`src/rtl/vt100_report_encoder.sv`:
```
// Host-bound VT100 byte generator: turns key events, cursor position reports and device
// attribute reports into byte sequences, one per txValid/txReady handshake. Macro: VT100_APP_CURSOR_EN.
module vt100_report_encoder #(
  parameter int MAX_SEQ_LEN = 10
) (
  input  logic       clk,
  input  logic       rst,
  input  logic       keyValid,
  input  logic [7:0] keyCode,
  output logic       keyReady,
  input  logic       appCursorMode,
  input  logic       cprReq,
  input  logic [7:0] cursorX,
  input  logic [7:0] cursorY,
  input  logic       daReq,
  output logic       txValid,
  output logic [7:0] txData,
  input  logic       txReady
);

  localparam int LW = $clog2(MAX_SEQ_LEN + 1);

  localparam logic [0:0] IDLE = 1'b0;
  localparam logic [0:0] EMIT = 1'b1;

  localparam logic [7:0] ESC = 8'h1B;

  // Handshakes: a byte moves when txValid && txReady; a key is taken when keyValid && keyReady.
  logic [0:0]    state;
  logic          cprPend;
  logic          daPend;
  logic [8:0]    capRow;
  logic [8:0]    capCol;
  logic [7:0]    seqBuf [MAX_SEQ_LEN];
  logic [LW-1:0] seqLen;
  logic [LW-1:0] idx;
  logic [LW-1:0] idxNext;

  logic [7:0]    cprBuf [MAX_SEQ_LEN];
  logic [LW-1:0] cprLen;
  logic [7:0]    keyBuf [MAX_SEQ_LEN];
  logic [LW-1:0] keyLen;
  logic [7:0]    loadBuf [MAX_SEQ_LEN];
  logic [LW-1:0] loadLen;
  logic [7:0]    cursorIntro;
  logic [7:0]    keyFinal;
  logic [23:0]   rowDigits;
  logic [23:0]   colDigits;
  logic [LW-1:0] p;
  logic          serveCpr;
  logic          serveDa;
  logic          keyFire;
  logic          doLoad;

`ifdef VT100_APP_CURSOR_EN
  assign cursorIntro = appCursorMode ? 8'h4F : 8'h5B;
`else
  logic unusedAppCursor;
  assign unusedAppCursor = appCursorMode;
  assign cursorIntro = 8'h5B;
`endif

  // Three ASCII digits {hundreds, tens, ones} of a value in 1..256.
  function automatic logic [23:0] decDigits(input logic [8:0] v);
    logic [3:0] h, t, o;
    h = 4'(v / 9'd100);
    t = 4'((v / 9'd10) % 9'd10);
    o = 4'(v % 9'd10);
    return {4'h3, h, 4'h3, t, 4'h3, o};
  endfunction

  assign keyReady = (state == IDLE) && !cprPend && !daPend && !rst;
  assign serveCpr = (state == IDLE) && cprPend;
  assign serveDa  = (state == IDLE) && !cprPend && daPend;
  assign keyFire  = keyValid && keyReady;
  assign doLoad   = serveCpr || serveDa || (keyFire && keyLen != '0);
  assign idxNext  = idx + LW'(1);

  assign rowDigits = decDigits(capRow);
  assign colDigits = decDigits(capCol);

  // CPR text: leading zeros are suppressed by skipping the hundreds/tens positions.
  always_comb begin
    for (int i = 0; i < MAX_SEQ_LEN; i++) cprBuf[i] = 8'h00;
    cprBuf[0] = ESC;
    cprBuf[1] = 8'h5B;
    p = LW'(2);
    if (capRow >= 9'd100) begin cprBuf[p] = rowDigits[23:16]; p = p + LW'(1); end
    if (capRow >= 9'd10)  begin cprBuf[p] = rowDigits[15:8];  p = p + LW'(1); end
    cprBuf[p] = rowDigits[7:0];
    p = p + LW'(1);
    cprBuf[p] = 8'h3B;
    p = p + LW'(1);
    if (capCol >= 9'd100) begin cprBuf[p] = colDigits[23:16]; p = p + LW'(1); end
    if (capCol >= 9'd10)  begin cprBuf[p] = colDigits[15:8];  p = p + LW'(1); end
    cprBuf[p] = colDigits[7:0];
    p = p + LW'(1);
    cprBuf[p] = 8'h52;
    cprLen = p + LW'(1);
  end

  always_comb begin
    for (int i = 0; i < MAX_SEQ_LEN; i++) keyBuf[i] = 8'h00;
    keyLen = '0;
    case (keyCode[3:0])
      4'h0:    keyFinal = 8'h41;
      4'h1:    keyFinal = 8'h42;
      4'h2:    keyFinal = 8'h43;
      4'h3:    keyFinal = 8'h44;
      4'h4:    keyFinal = 8'h48;
      4'h5:    keyFinal = 8'h46;
      4'h6:    keyFinal = 8'h50;
      4'h7:    keyFinal = 8'h51;
      4'h8:    keyFinal = 8'h52;
      4'h9:    keyFinal = 8'h53;
      default: keyFinal = 8'h00;
    endcase
    if (!keyCode[7]) begin
      keyBuf[0] = keyCode;
      keyLen = LW'(1);
    end else if (keyCode <= 8'h89) begin
      keyBuf[0] = ESC;
      keyBuf[1] = (keyCode >= 8'h86) ? 8'h4F : cursorIntro;
      keyBuf[2] = keyFinal;
      keyLen = LW'(3);
    end
  end

  always_comb begin
    for (int i = 0; i < MAX_SEQ_LEN; i++) loadBuf[i] = keyBuf[i];
    loadLen = keyLen;
    if (serveCpr) begin
      for (int i = 0; i < MAX_SEQ_LEN; i++) loadBuf[i] = cprBuf[i];
      loadLen = cprLen;
    end else if (serveDa) begin
      for (int i = 0; i < MAX_SEQ_LEN; i++) loadBuf[i] = 8'h00;
      loadBuf[0] = ESC;
      loadBuf[1] = 8'h5B;
      loadBuf[2] = 8'h3F;
      loadBuf[3] = 8'h31;
      loadBuf[4] = 8'h3B;
      loadBuf[5] = 8'h32;
      loadBuf[6] = 8'h63;
      loadLen = LW'(7);
    end
  end

  // A new request in the same cycle its flag is served re-arms the flag.
  always_ff @(posedge clk or posedge rst) begin
    if (rst) begin
      cprPend <= 1'b0;
      daPend  <= 1'b0;
      capRow  <= '0;
      capCol  <= '0;
    end else begin
      if (cprReq) begin
        cprPend <= 1'b1;
        capRow  <= {1'b0, cursorY} + 9'd1;
        capCol  <= {1'b0, cursorX} + 9'd1;
      end else if (serveCpr) begin
        cprPend <= 1'b0;
      end
      if (daReq)        daPend <= 1'b1;
      else if (serveDa) daPend <= 1'b0;
    end
  end

  always_ff @(posedge clk or posedge rst) begin
    if (rst) begin
      state   <= IDLE;
      idx     <= '0;
      seqLen  <= '0;
      txValid <= 1'b0;
      txData  <= 8'h00;
      for (int i = 0; i < MAX_SEQ_LEN; i++) seqBuf[i] <= 8'h00;
    end else begin
      case (state)
        IDLE: begin
          if (doLoad) begin
            for (int i = 0; i < MAX_SEQ_LEN; i++) seqBuf[i] <= loadBuf[i];
            seqLen  <= loadLen;
            idx     <= '0;
            txValid <= 1'b1;
            txData  <= loadBuf[0];
            state   <= EMIT;
          end
        end
        EMIT: begin
          if (txReady) begin
            if (idx == seqLen - LW'(1)) begin
              txValid <= 1'b0;
              idx     <= '0;
              state   <= IDLE;
            end else begin
              idx    <= idxNext;
              txData <= seqBuf[idxNext];
            end
          end
        end
        default: state <= IDLE;
      endcase
    end
  end

endmodule

```
`config.mk`:
```
export PLATFORM = sky130hd
export DESIGN_NAME = vt100_report_encoder
export DESIGN_NICKNAME = d
export VERILOG_FILES = /design/src/rtl/vt100_report_encoder.sv
export SDC_FILE = /design/constraint.sdc
export NUM_CORES = 1
export LEC_CHECK = 0
export CAP_MARGIN = 10
export CORE_MARGIN = 1.5
export CORE_UTILIZATION = 41
export CTS_CLUSTER_DIAMETER = 80
export DETAILED_ROUTE_END_ITERATION = 16
export GPL_ROUTABILITY_DRIVEN = 0
export PLACE_DENSITY = 0.67
export SLEW_MARGIN = 5
export SYNTH_ARGS = -nofsm -noshare
export SYNTH_HDL_FRONTEND = slang
export SYNTH_SLANG_ARGS = --single-unit
```
`constraint.sdc`:
```
create_clock -name clk -period 7.1 [get_ports clk]
set_input_delay 2.13 -clock clk [delete_from_list [all_inputs] [get_ports clk]]
set_output_delay 2.13 -clock clk [all_outputs]
set_load 0.005 [all_outputs]
```
# Word level (Yosys, flattened, before mapping)

Memories as Yosys holds them, arrays and structs flattened.
Cells that the tools add are included.

Register bits: 118
ROM bits: 96
Bits of input ports: 31
Logic and storage cells: 166
Memories: 1

Add/sub/neg operators: 11
Div/mod/pow operators: 8
$lt $le $gt $ge: 21
Equal/unequal tests: 5
Multiplexer cells: 60
Bitwise operators: 15
Reductions and logical operators: 26

Memories:

| name             | depth | width | read ports | clocked after Yosys merged registers in | write ports | RTL line | text |
|---|---|---|---|---|---|---|---|
| (name not given) | 16    | 6     | 1          | 0                                       | 0           | 105      | `case (keyCode[3:0])` |

Operator list:

| operator                                                   | number |
|---|---|
| bitwise mux 80 bit                                         | 5 |
| 2-to-1 mux 80 bit                                          | 5 |
| demux 8 bit (select 4 bit)                                 | 7 |
| 2-to-1 mux 8 bit                                           | 13 |
| AND 50 bit                                                 | 1 |
| inverter 50 bit                                            | 1 |
| bitwise OR 50 bit                                          | 1 |
| >= comparator 5 bit, second input constant                 | 8 |
| inverter 4 -> 5 bit                                        | 8 |
| remainder unit 9 x 4 -> 9 bit, second input constant       | 4 |
| 2-to-1 mux 4 bit                                           | 9 |
| less-than comparator 5 x 1 -> 1 bit, second input constant | 7 |
| adder 4 x 1 -> 4 bit, second input constant                | 8 |
| binary-select mux 8 bit (select 4 bit)                     | 1 |
| AND 30 bit                                                 | 1 |
| inverter 30 bit                                            | 1 |
| bitwise OR 30 bit                                          | 1 |
| 2-to-1 mux 21 bit                                          | 1 |
| adder 8 x 1 -> 9 bit, second input constant                | 2 |
| divider 9 x 4 -> 9 bit, second input constant              | 2 |
| divider 9 x 7 -> 9 bit, second input constant              | 2 |
| >= comparator 9 x 4 -> 1 bit, second input constant        | 2 |
| >= comparator 9 x 7 -> 1 bit, second input constant        | 2 |
| 2-to-1 mux 16 bit                                          | 1 |
| 21 further kinds                                           | 53 |

# Logic depth before layout (Yosys ltp)

Depth in word-level cells: 21
Gate-level depth with buffers: 26
Gate-level depth less buffers: 24

# Least setup slack after synthesis

OpenSTA, ideal clock, no wires.

Kind: register to register
From: register capCol[4]
To: register seqBuf[18] (netlist bit)
Library setup time: 0.121 ns
Data arrival time: 5.409 ns
Required time: 6.979 ns
Setup slack: 1.570 ns
Cell stages (with the launch flop): 26
Path buffers: 1
Period minus slack after synthesis: 5.530 ns
Path through: dfrtp_1 buf_4 and2b_1 a32o_1 o31ai_1 nand2_1 a21bo_2 xnor2_1 ha_1 o31ai_1 a21oi_2 xor2_1 inv_2 ha_1 o21ai_0 nand2b_1 xnor2_1 inv_1 ha_1 a311o_1 a22oi_1 a21oi_1 nor2_2 mux2i_2 o221ai_1 a22o_1

Cells in the longest elaborated chain, start to end: 13
Elaborated cells between the ends (all ways): 36

RTL lines:

| what                                                                            | RTL line | text |
|---|---|---|
| from (decl)                                                                     | 33       | `logic [8:0] capCol;` |
| from (signal assigned)                                                          | 159      | `capCol <= {1'b0, cursorX} + 9'd1;` |
| parallel branches: the longest is 11 deep, another holds divider 9 x 4 -> 9 bit | -        |  |
| AND 50 bit (no line) (*)                                                        | -        |  |
| 2-to-1 mux 80 bit (*)                                                           | 132      | `if (serveCpr) begin` |
| to (decl)                                                                       | 34       | `logic [7:0] seqBuf [MAX_SEQ_LEN];` |

Mark *: on every way between the ends.
A chain may end at the register's enable or synchronous reset.

# Final worst setup path

From: register capCol[7]
To: register seqBuf[43] (netlist bit)

The elaborated chain is that of the path after synthesis.

==> results.md <==
- TritonCTS Buffers: 9
- RSZ-0062 raised after global routing: false
- Placed inst area: 10,500 µm²
- Final worst path period share: 91.3%
- Final hold viol count: 0
- Crit path kind: register to register
- Critical path arrival: 6.76 ns
- Type of origin of the critical path: register
- Die width: 159 µm
- Synthesized area: 9930 µm²
- Tot Pwr: 3.61 mW
- Pint: 1.98 mW
- DRT antenna net count: 0
- Synth warnings: 0
- Synth area leaders: dfrtp_1, a21oi_1, nand2_1
- CTS tree: yes
- Reg power frac: 27.8%
- Setup WS post-layout: 0.618 ns
- Root Driver: clkbuf_16
- Share of cells above drive strength 1: 8.34%
- Vias: 9,581
- DR pass1 iterations: 5
- Setup TNS: 0 ns
- Total of max-cap violations: 0
- I/O Buffers: 38
- Initial DRC count: 763
- Sw Ratio: 45.1%
- Die Y: 159 µm
- Reg2Reg Setup Slack: 0.62 ns
- Crit-path slowest cell: dfrtp_1
- Area delta synth->final: 9.66%
- LEAKAGE: 4.36 nW
- Post-DR vias/cell: 6.12
- Synth Instances: 1,252
- Capturing point of the worst reg2reg path: seqBuf[43]
- CP Launch Point: capCol[7]
- Hpwl dp: 21.2 mm
- Diodes inserted: 0
- First-pass GRT wire length: 46.9 mm
- Commonest non-fill, non-tap cell in the layout: nand2_1
- Slew headroom: 37.3%
- DRC violations left: 0
- Finish-stage setup viols: 0
- Area leader, netlist: dfrtp_1
- Final Critical Period: 6.48 ns
- Top-Level Pins: 41
- Netlist cell types: 100
- Final net count: 1,312
- Area share of the largest cell type after synthesis: 27.0%
- Combinational power share: 56.9%
- Syn Area/Cell: 7.93 µm²
- Critical-path maximum fanout: 18
- Cell area after layout: 10,900 µm²
- Row cnt: 56
- Hold Startpoint: seqBuf[5]
- Initial Util: 42.0%
- Vias in the first global route: 8,812
- Worst setup path endpoint: seqBuf[43]
- Final Skew: 0.0159 ns
- Post-synth ARST share: 100%
- Seq cells post-synth: 107
- Latest clock arrival within the worst-skew pair: 0.37 ns
- Setup crit end kind: register
- Avg WL per Cell: 18.5 µm
- Critical Path Max Stage Delay: 0.59 ns
- Power Dens Cells: 332 nW/µm²
- Total Wirelength: 29.0 mm
- Die ar.: 25,200 µm²
- RR Startpoint: capCol[7]
- Dpl ws: 0.490 ns
- Htree depth: 3
- Top FF cell, synth: dfrtp_1
- Hold Crit Class: register to register
- Outcome: finished clean
- Hold_buf cts: 0
- GR Util All Layers: 23.6%
- CP Cell Sequence: nand2b_1 -> a32o_1 -> o31ai_1 -> nand2_1 -> a21bo_2 -> xnor2_1 -> ha_1 -> o31ai_1 -> a21oi_2 -> xor2_1 -> inv_2 -> ha_1 -> o21ai_0 -> nand2b_1 -> xnor2_1 -> inv_1 -> ha_1 -> a311o_1 -> a22oi_1 -> a21oi_1 -> o21bai_4 -> xor2_4 -> a21oi_1 -> o31ai_1
- VDD IR max: 0.285 mV
- Commonest cells after routing, fill and taps aside: nand2_1, a21oi_1, nor2_1, dfrtp_1, o21ai_0
- Total global routing overflow: 0
- CTS sink cnt: 107
- CP Data Required Time: 7.38 ns
- Final Max Slew Viols: 0
- Power share of the clock group: 15.3%
- Worst slew pin tran: 0.941 ns
- Largest net degree at the start of global routing: 72
- Net switching power figure: 1.63 mW
- Syn_nets: 1,322
- Max Root-Sink Buffers: 2
- R2R cell count: 24
- Initial antenna violation count: 0
- Core area: 23,600 µm²
- Fmax: 154 MHz
- Post-synth EDFFs: 0
- Clk pin slew, worst setup/hold paths: 0.08 ns
- Post-synthesis sequential area ratio: 27.0%
[flip-flops by register name, summed over array words and instances (netlist names)]
| name | count |
|---|---|
| idx | 4 |
| txValid | 1 |
| seqLen | 4 |
| seqBuf | 70 |
| capCol | 9 |
| txData | 7 |
| cprPend | 1 |
| daPend | 1 |
| capRow | 9 |
| state | 1 |
[cells in the mapped netlist, drive strengths merged, types with 8 or more instances]
master	instances
nand2	131
a21oi	118
nor2	108
dfrtp	107
o21ai	106
clkbuf	52
inv	46
nand3	42
ha	39
buf	36
nor3	35
xnor2	29
mux2i	25
o22ai	24
and2	22
a31oi	20
xor2	20
nand2b	19
a211oi	14
and3	14
mux4	14
nor2b	13
o211ai	13
o31ai	13
a22oi	12
a21o	10
a22o	10
o21a	10
a221o	9
or3	9
a211o	8
o221ai	8
or2	8
[repair_timing]
item | 4_1_cts | 5_1_grt
resized for setup | 0 | 1
setup buffers | 0 | 2
endpoints found under the setup margin | 0 | 22
[power groups by stage]
stage | clock network, mW | logic (mW) | registers (mW)
2_1_floorplan | 0 | 1.50 | 0.943
3_3_place_gp | 0 | 1.98 | 1.00
3_5_place_dp | 0 | 2.01 | 1.01
4_1_cts | 0.559 | 2.02 | 1.00
5_1_grt | 0.581 | 2.24 | 1.04
6_report | 0.553 | 2.05 | 1.01
[per-stage QoR]
stage | hold WS (ns) | instances | util, %
4_1_cts | 0.483 | 1564 | 46.0
3_5_place_dp | 0.463 | 1548 | 44.6
3_3_place_gp | 0.459 | 1548 | 44.6
5_1_grt | 0.500 | 1566 | 46.1
2_1_floorplan | 0.434 | 1252 | -
6_report | 0.483 | 1566 | 46.1
[worst max-delay path, delay by kind of cell (launching register included)]
kind            cells  cell delay, ns
fa+ha+maj           3            0.65
compound gates     12            3.17
flops               1            0.59
buf+inv             2            0.20
simple gates        3            0.61
xor+xnor            4            1.15
[final cells by class]
class	count	area, µm²
clock buffers	9	225
clock inverters	7	108
fillers	2342	12700
inverters	46	175
multi-input cells	1011	6690
flip-flops and latches	107	2680
well taps	319	399
repair buffers	67	611
[worst min path at each step]
stage | endpoint | cells after the start
3_3_place_gp | seqBuf[69] | 1
6_report | seqBuf[5] | 2
2_1_floorplan | seqBuf[75] | 2
3_5_place_dp | seqBuf[5] | 2
5_1_grt | seqBuf[46] | 2
4_1_cts | seqBuf[5] | 2
[layer usage]
metal | vias up | routed length (µm) | global-route usage, %
met5 | - | 0 | 0
li1 | 4594 | - | -
met1 | 4588 | 13200 | 32.8
met3 | 45 | 1820 | 3.02
met4 | 0 | 745 | 7.65
met2 | 354 | 13200 | 38.0
[kinds of logic after synthesis]
| kind of cell | Yosys count | share of synthesized area [%] |
|---|---|---|
| AOI/OAI and AO/OA | 438 | 29.4 |
| and+or+nand+nor | 436 | 21.3 |
| buffers and inverters | 134 | 5.81 |
| DFF | 107 | 27.0 |
| xor gates and xnor gates | 50 | 4.90 |
| muxes | 46 | 6.53 |
| adders and majority gates | 40 | 5.02 |
| other | 1 | 0.0378 |
(Power assumes the default switching activity.)
